$ cat src/rtl/diff_rx_pkg.sv
// diff_rx_checker shared types: lane FSM state, counter width, parameter checks.
// Optional differential pair check is enabled by DIFF_RX_PAIR_CHECK_EN.
package diff_rx_pkg;

  typedef enum logic [1:0] {
    IDLE    = 2'd0,
    ACQUIRE = 2'd1,
    LOCKED  = 2'd2
  } rx_state_e;

  function automatic int cnt_w(input int lock_cycles);
    return $clog2(lock_cycles + 1);
  endfunction

  function automatic bit params_ok(
    input int ch,
    input int ss,
    input int lc,
    input int ew
  );
    return (ch >= 1) && (ch <= 32) &&
           (ss >= 2) && (ss <= 4) &&
           (lc >= 2) && (lc <= 255) &&
           (ew >= 1) && (ew <= 16);
  endfunction

endpackage

$ cat src/rtl/diff_rx_lane.sv
// One receive lane: pad buffer, synchroniser, toggle-pattern FSM, error count.
// DIFF_RX_PAIR_CHECK_EN adds the complementary leg and flags equal-leg pairs.
module diff_rx_lane
  import diff_rx_pkg::*;
#(
  parameter int SYNC_STAGES = 2,
  parameter int LOCK_CYCLES = 8,
  parameter int ERR_CNT_W   = 8
) (
  input  logic                 i_clk,
  input  logic                 i_rst_n,
  input  logic                 i_p,
  input  logic                 i_n,
  input  logic                 i_clear,
  output logic                 o_data,
  output logic                 o_locked,
  output logic                 o_err,
  output logic [ERR_CNT_W-1:0] o_err_cnt
);

  localparam int CW = cnt_w(LOCK_CYCLES);
  localparam logic [CW-1:0] LC = CW'(LOCK_CYCLES);
  localparam logic [ERR_CNT_W-1:0] EMAX = '1;

  logic                   w_o;
  logic                   w_tog;
  logic                   w_bad;
  logic [SYNC_STAGES-1:0] r_sync;
  logic                   r_prev;
  rx_state_e              r_state;
  rx_state_e              w_state;
  logic [CW-1:0]          r_cnt;
  logic [CW-1:0]          w_cnt;
  logic                   r_err;
  logic                   w_err;
  logic                   r_locked;
  logic [ERR_CNT_W-1:0]   r_err_cnt;

  // Comparator model of the pad buffer: equal legs resolve to 0.
  assign w_o = i_p & ~i_n;

`ifdef DIFF_RX_PAIR_CHECK_EN
  logic                   w_ob;
  logic [SYNC_STAGES-1:0] r_sync_b;

  assign w_ob = i_n & ~i_p;

  always_ff @(posedge i_clk or negedge i_rst_n) begin
    if (!i_rst_n) begin
      r_sync_b <= '0;
    end else begin
      r_sync_b <= {r_sync_b[SYNC_STAGES-2:0], w_ob};
    end
  end

  assign w_bad = (r_sync[SYNC_STAGES-1] == r_sync_b[SYNC_STAGES-1]);
`else
  assign w_bad = 1'b0;
`endif

  assign o_data = r_sync[SYNC_STAGES-1];
  assign w_tog  = o_data ^ r_prev;

  always_comb begin
    w_state = r_state;
    w_cnt   = r_cnt;
    w_err   = 1'b0;
    unique case (r_state)
      IDLE: begin
        if (w_tog) begin
          w_state = ACQUIRE;
          w_cnt   = CW'(1);
        end
      end
      ACQUIRE: begin
        if (w_bad) begin
          w_err = 1'b1;
          w_cnt = '0;
        end else if (r_cnt == LC) begin
          w_state = LOCKED;
        end else if (w_tog) begin
          w_cnt = r_cnt + 1'b1;
        end else begin
          w_cnt = '0;
        end
      end
      LOCKED: begin
        if (w_bad || !w_tog) begin
          w_err   = 1'b1;
          w_state = ACQUIRE;
          w_cnt   = '0;
        end
      end
      default: begin
        w_state = IDLE;
        w_cnt   = '0;
      end
    endcase
  end

  always_ff @(posedge i_clk or negedge i_rst_n) begin
    if (!i_rst_n) begin
      r_sync    <= '0;
      r_prev    <= 1'b0;
      r_state   <= IDLE;
      r_cnt     <= '0;
      r_err     <= 1'b0;
      r_locked  <= 1'b0;
      r_err_cnt <= '0;
    end else begin
      r_sync   <= {r_sync[SYNC_STAGES-2:0], w_o};
      r_prev   <= o_data;
      r_state  <= w_state;
      r_cnt    <= w_cnt;
      r_err    <= w_err;
      r_locked <= (w_state == LOCKED);
      // clear beats a same-cycle error; the pulse still goes out
      if (i_clear) begin
        r_err_cnt <= '0;
      end else if (w_err && (r_err_cnt != EMAX)) begin
        r_err_cnt <= r_err_cnt + 1'b1;
      end
    end
  end

  assign o_locked  = r_locked;
  assign o_err     = r_err;
  assign o_err_cnt = r_err_cnt;

endmodule

$ cat config.mk
export PLATFORM = sky130hd
export DESIGN_NAME = diff_rx_lane
export DESIGN_NICKNAME = d
export VERILOG_FILES = /design/src/rtl/diff_rx_pkg.sv /design/src/rtl/diff_rx_lane.sv
export SDC_FILE = /design/constraint.sdc
export NUM_CORES = 1
export LEC_CHECK = 0
export CORE_MARGIN = 1.5
export CORE_UTILIZATION = 51
export CTS_BUF_LIST = sky130_fd_sc_hd__clkbuf_8
export DETAILED_ROUTE_END_ITERATION = 7
export PLACE_DENSITY = 0.77
export SLEW_MARGIN = 10
export SYNTH_ARGS = -nofsm -noshare
export SYNTH_HDL_FRONTEND = slang
export SYNTH_SLANG_ARGS = --single-unit
$ cat constraint.sdc
create_clock -name i_clk -period 1.9 [get_ports i_clk]
set_input_delay 0.38 -clock i_clk [delete_from_list [all_inputs] [get_ports i_clk]]
set_output_delay 0.38 -clock i_clk [all_outputs]
set_load 0.05 [all_outputs]
[Yosys cells after proc, flatten, opt, wreduce, memory -nomap -nowiden]
Cells that the tools add are included.
Cells by class
  add/subtract/negate cells: 2
  equality and inequality tests: 8
  mux-type cells: 13
  bitwise gates (word level): 3
  reduce and logical (&&, ||, !) cells: 4
Operator list (count)
  $mux W4: 4
  $mux W8: 2
  $pmux W4 S3: 1
  $add A8 B1 Y8 const B: 1
  $ne A8 B8 Y1 const B: 1
  $mux W2: 3
  $ne A2 B2 Y1 const B: 3
  $pmux W2 S3: 1
  $add A4 B1 Y4 const B: 1
  $eq A2 B2 Y1 const B: 2
  $eq A4 B4 Y1 const B: 1
  $reduce_and A3 Y1: 1
  $eq A2 B1 Y1 const B: 1
  $logic_not A2 Y1: 1
  $mux W1: 2
  $reduce_bool A2 Y1: 1
  $and A1 B1 Y1: 1
  $logic_and A1 B1 Y1: 1
  $not A1 Y1: 1
  $xor A1 B1 Y1: 1
Storage, ports and cells
  bits in registers: 19
  output and inout port bits: 11
  word-level logic and storage cells: 37

[Longest topological paths before layout]
  depth in word-level cells: 6
  gate-level depth with buffers: 6
  gate-level depth less buffers: 6

[Worst setup path before layout]
No wires, ideal clock.
  kind: reg-to-reg
  start point: register r_err_cnt[0] (netlist: o_err_cnt[0])
  end point: register r_err_cnt[3] (netlist: o_err_cnt[3])
  setup time: 78 ps
  data arrival time: 1732 ps
  slack: 90 ps
  cell stages (with the launch flop): 6
  path through: dfrtp_1 ha_1 nand3_1 o2111ai_2 or3_1 a21oi_1
Between the ends
  word-level cells in the longest chain between the ends: 3
  elaborated cells between the ends (all ways): 6
  classes of those cells: add/sub (1); eq/ne (1); mux (2); reduce/logical (2)
Ends and longest elaborated chain
  from (decl): line diff_rx_lane.sv:37  | logic [ERR_CNT_W-1:0] r_err_cnt;
  from (signal assigned): line diff_rx_lane.sv:121  | r_err_cnt <= r_err_cnt + 1'b1;
  $add A8 B1 Y8 or $ne A8 B8 Y1 (tied branches): line diff_rx_lane.sv:121, diff_rx_lane.sv:120
  $mux W8 or $logic_and A1 B1 Y1 (tied branches): line diff_rx_lane.sv:120  | end else if (w_err && (r_err_cnt != EMAX)) begin
  $mux W8 or $reduce_bool A2 Y1 (tied branches)
Parallel ways exist; a longest one is shown, timed or not. The select of a mux whose other input is x is not followed.
A chain may end at the register's enable or synchronous reset.

[Worst setup path after layout]
  start point: register r_locked (netlist: o_locked)
  end point: output o_locked
RTL lines
  from (decl): line diff_rx_lane.sv:36  | logic r_locked;
  from (signal assigned): line diff_rx_lane.sv:116  | r_locked <= (w_state == LOCKED);
  to (decl): line diff_rx_lane.sv:16  | output logic o_locked,
No word-level cell between the ends.

==> key figures <==
Global routing
  • Pin count of the biggest net entering global routing: 20
  • Initial antenna violation count: 0
  • Met2 usage: 0.295
  • Grt total ovfl: 0
  • GRT Total Usage: 0.200
  • Most Crowded Layer GR: met2
  • Grt met1 use: 0.292
  • Vias in the first global route: 713
  • Met3 usage: 0.0340
  • First-pass GRT wire length: approximately 3.1 mm

Routing
  • DRC violations left: 0
  • Vias per inst: 5.61
  • Router iterations before antenna repair: 4
  • DRT iter0 DRCs: 21
  • WL final: 1.93 mm
  • ANT nets after route: 0
  • Per-cell routed wire length: 13.6 um
  • Via count: approximately 800

Synthesis
  • Mapped Area: 1010 sq um
  • Synth Net Count: 108
  • Post-synthesis register bit count: 19
  • Area contributors post-synth: dfrtp_1 47%, ha_1 3.7%, o21ai_0 3.5%, nor2_1 3.3%, a21oi_1 3.0%
  • Post-synth EDFFs: 0
  • Sequential-to-total area share from yosys stat: 0.469
  • Average cell area after synthesis: 10.1 sq um
  • Mapped Cells: 100
  • Most frequent cells after synthesis: 19 x dfrtp_1, 9 x nor2_1, 7 x o21ai_0
  • Most frequent cell after synthesis: dfrtp_1
  • Yosys warns: 0
  • Synth area leader: dfrtp_1
  • Top cell type's share of synthesized area: 0.469
  • Ys flop type: dfrtp_1
  • Synth unique cells: 35
  • FFs w/ async S/R, synth: 1.00

STA
  • Final period util: 0.918
  • WHS: 0.361 ns
  • Final period demand of the worst path: 1.74 ns
  • Final Max Slew Viols: 0
  • Fin. Hold Viols: 0
  • Setup repair after global routing missed its margin: false
  • Max Clock Skew: 0.00193 ns
  • Setup ws final: 0.156 ns
  • Setup_tns: 0 ns
  • Slew HR: 0.674
  • Setup violators final: 0
  • Worst-Margin Slew: 0.488 ns
  • FMAX: 573 MHz

Clocking
  • CTS tree: done
  • Clk_lat worst skew: 0.25 ns
  • Clock Tree Root: clkbuf_8
  • CTS Buffer Depth: 2
  • CTS sink count: 19
  • Clock transition at path regs: 0.07 ns
  • Post CTS Setup Buffer Count: 0
  • PostCTS Resize Cnt: 0
  • Hold Buf Count CTS: 0
  • Inserted Clock Buffers: 3
  • # H-tree levels: 1

Worst setup path
  • Buffer and inverter count on the worst path: 1
  • CP top delay family: buffers and inverters
  • Setup Crit Path Kind: flop to output pin
  • Setup crit start kind: flop
  • Slowest stage delay, CP: 0.79 ns
  • CP Data Arrival Time: 1.36 ns
  • Worst setup EP type: output pin
  • CP Max Fanout: 1
  • Critical-path top delay cell: clkdlybuf4s50_1
  • Worst endpoint required time: 1.52 ns
  • CP cell instances: clkdlybuf4s50_1

Flow run
  • Maxcap violations: 0

Final layout
  • Area Overhead vs Synth: 18.3%
  • Net count, final: roughly 130
  • Layout cells sized above 1: 0.171
  • Antenna Diode Count: 0
  • Post-Layout Cell Count: 142

Power
  • Peak supply drop: roughly 0.00047 V
  • Comb power frac: 0.184
  • Clock group share of total power: 0.294
  • P_sw: 0.268 mW
  • Leakage: 0.546 nW
  • Switching share of power: 0.291
  • Power Density: 770 nW/um^2
  • Pint: 0.654 mW
  • Total Power: 0.923 mW
  • Seq pwr share: 0.523

Place
  • Gpl congestion: 0.824
  • DP Cell Count: 138
  • IO Port Bufs: 15
  • Worst slack, placed: 0.248 ns
  • Dpl hpwl: approximately 1.3 mm

Floorplan
  • Horiz. Die Dim: approximately 48 um
  • Die ar.: 2260 sq um
  • Ports: 16
  • Die Y-Extent: about 48 um
  • Placement Rows: 15
  • Starting Density: 0.563
  • Core area: 1800 sq um

Status
  • Outcome: completed

Worst hold path
  • Hold Path Class: flop to flop
cell type report:
cell class,instances,area [sq um]
multi-input cells,72,485
clock buffers,3,41.3
inverters,5,18.8
well taps,25,31.3
clock inverters,1,3.75
flip-flops and latches,19,475
repair buffers,17,143
fillers,161,603
registers in the layout, summed over array words and instances (netlist names):
name	flops
r_prev	1
r_cnt	4
o_err_cnt	8
o_locked	1
o_err	1
r_sync	2
r_state	2
per-stage QoR:
| stage | area [sq um] | util |
|---|---|---|
| after global placement | 1150 | 0.640 |
| final | 1200 | 0.665 |
| after floorplan | 1010 | - |
| after global routing | 1200 | 0.665 |
| after detailed placement | 1150 | 0.640 |
| after CTS | 1200 | 0.665 |
kinds of logic after synthesis:
| group | after synthesis | share of synthesized area |
|---|---|---|
| simple gates | 38 | 0.195 |
| buf+inv | 9 | 0.0519 |
| xor+xnor | 4 | 0.0531 |
| mux | 4 | 0.0407 |
| compound gates | 23 | 0.153 |
| fa+ha+maj | 3 | 0.0370 |
| flops | 19 | 0.469 |
routing by layer:
metal / part of all wire / vias up
li1: - / 398
met1: 0.48 / 382
met2: 0.48 / 15
met3: 0.033 / 2
met4: 0.0062 / 0
met5: 0 / -
placed cells by master, fill, tap and decap left out, drive strengths merged, types with 2 or more instances in the layout:
cell type and count:
a32oi 2, xor2 2, clkdlybuf4s50 6, inv 6
nor2b 2, ha 3, nand4 2, nor4 2
buf 11, a21oi 6, nor2 9, clkbuf 3
o21ai 8, xnor2 2, mux2i 3, dfrtp 19
nor3 5, nand2 6, nand3 4, and3 2
a21o 2, nand3b 2
power groups by stage:
stage	clock network (mW)	logic [mW]	registers [mW]
after global routing	0.295	0.190	0.489
after detailed placement	0	0.170	0.490
after floorplan	0	0.152	0.472
after CTS	0.276	0.170	0.482
final	0.271	0.169	0.482
after global placement	0	0.166	0.487
path summary, 6_finish.rpt:
check	from	endpoint	slack (ns)	cells past startpoint
setup / recovery	o_locked$_DFF_PN0_	o_locked	0.16	1
hold / removal	r_sync[0]$_DFF_PN0_	r_sync[1]$_DFF_PN0_	0.36	0
setup reg to reg	o_err_cnt[0]$_DFFE_PN0P_	o_err_cnt[3]$_DFFE_PN0P_	0.21	5
hold reg to reg	r_sync[0]$_DFF_PN0_	r_sync[1]$_DFF_PN0_	0.36	0
max in group asynchronous	i_rst_n	o_err_cnt[3]$_DFFE_PN0P_	1.24	2
min in group asynchronous	i_rst_n	r_cnt[2]$_DFFE_PN0P_	0.46	2
(Power assumes the default switching activity.)
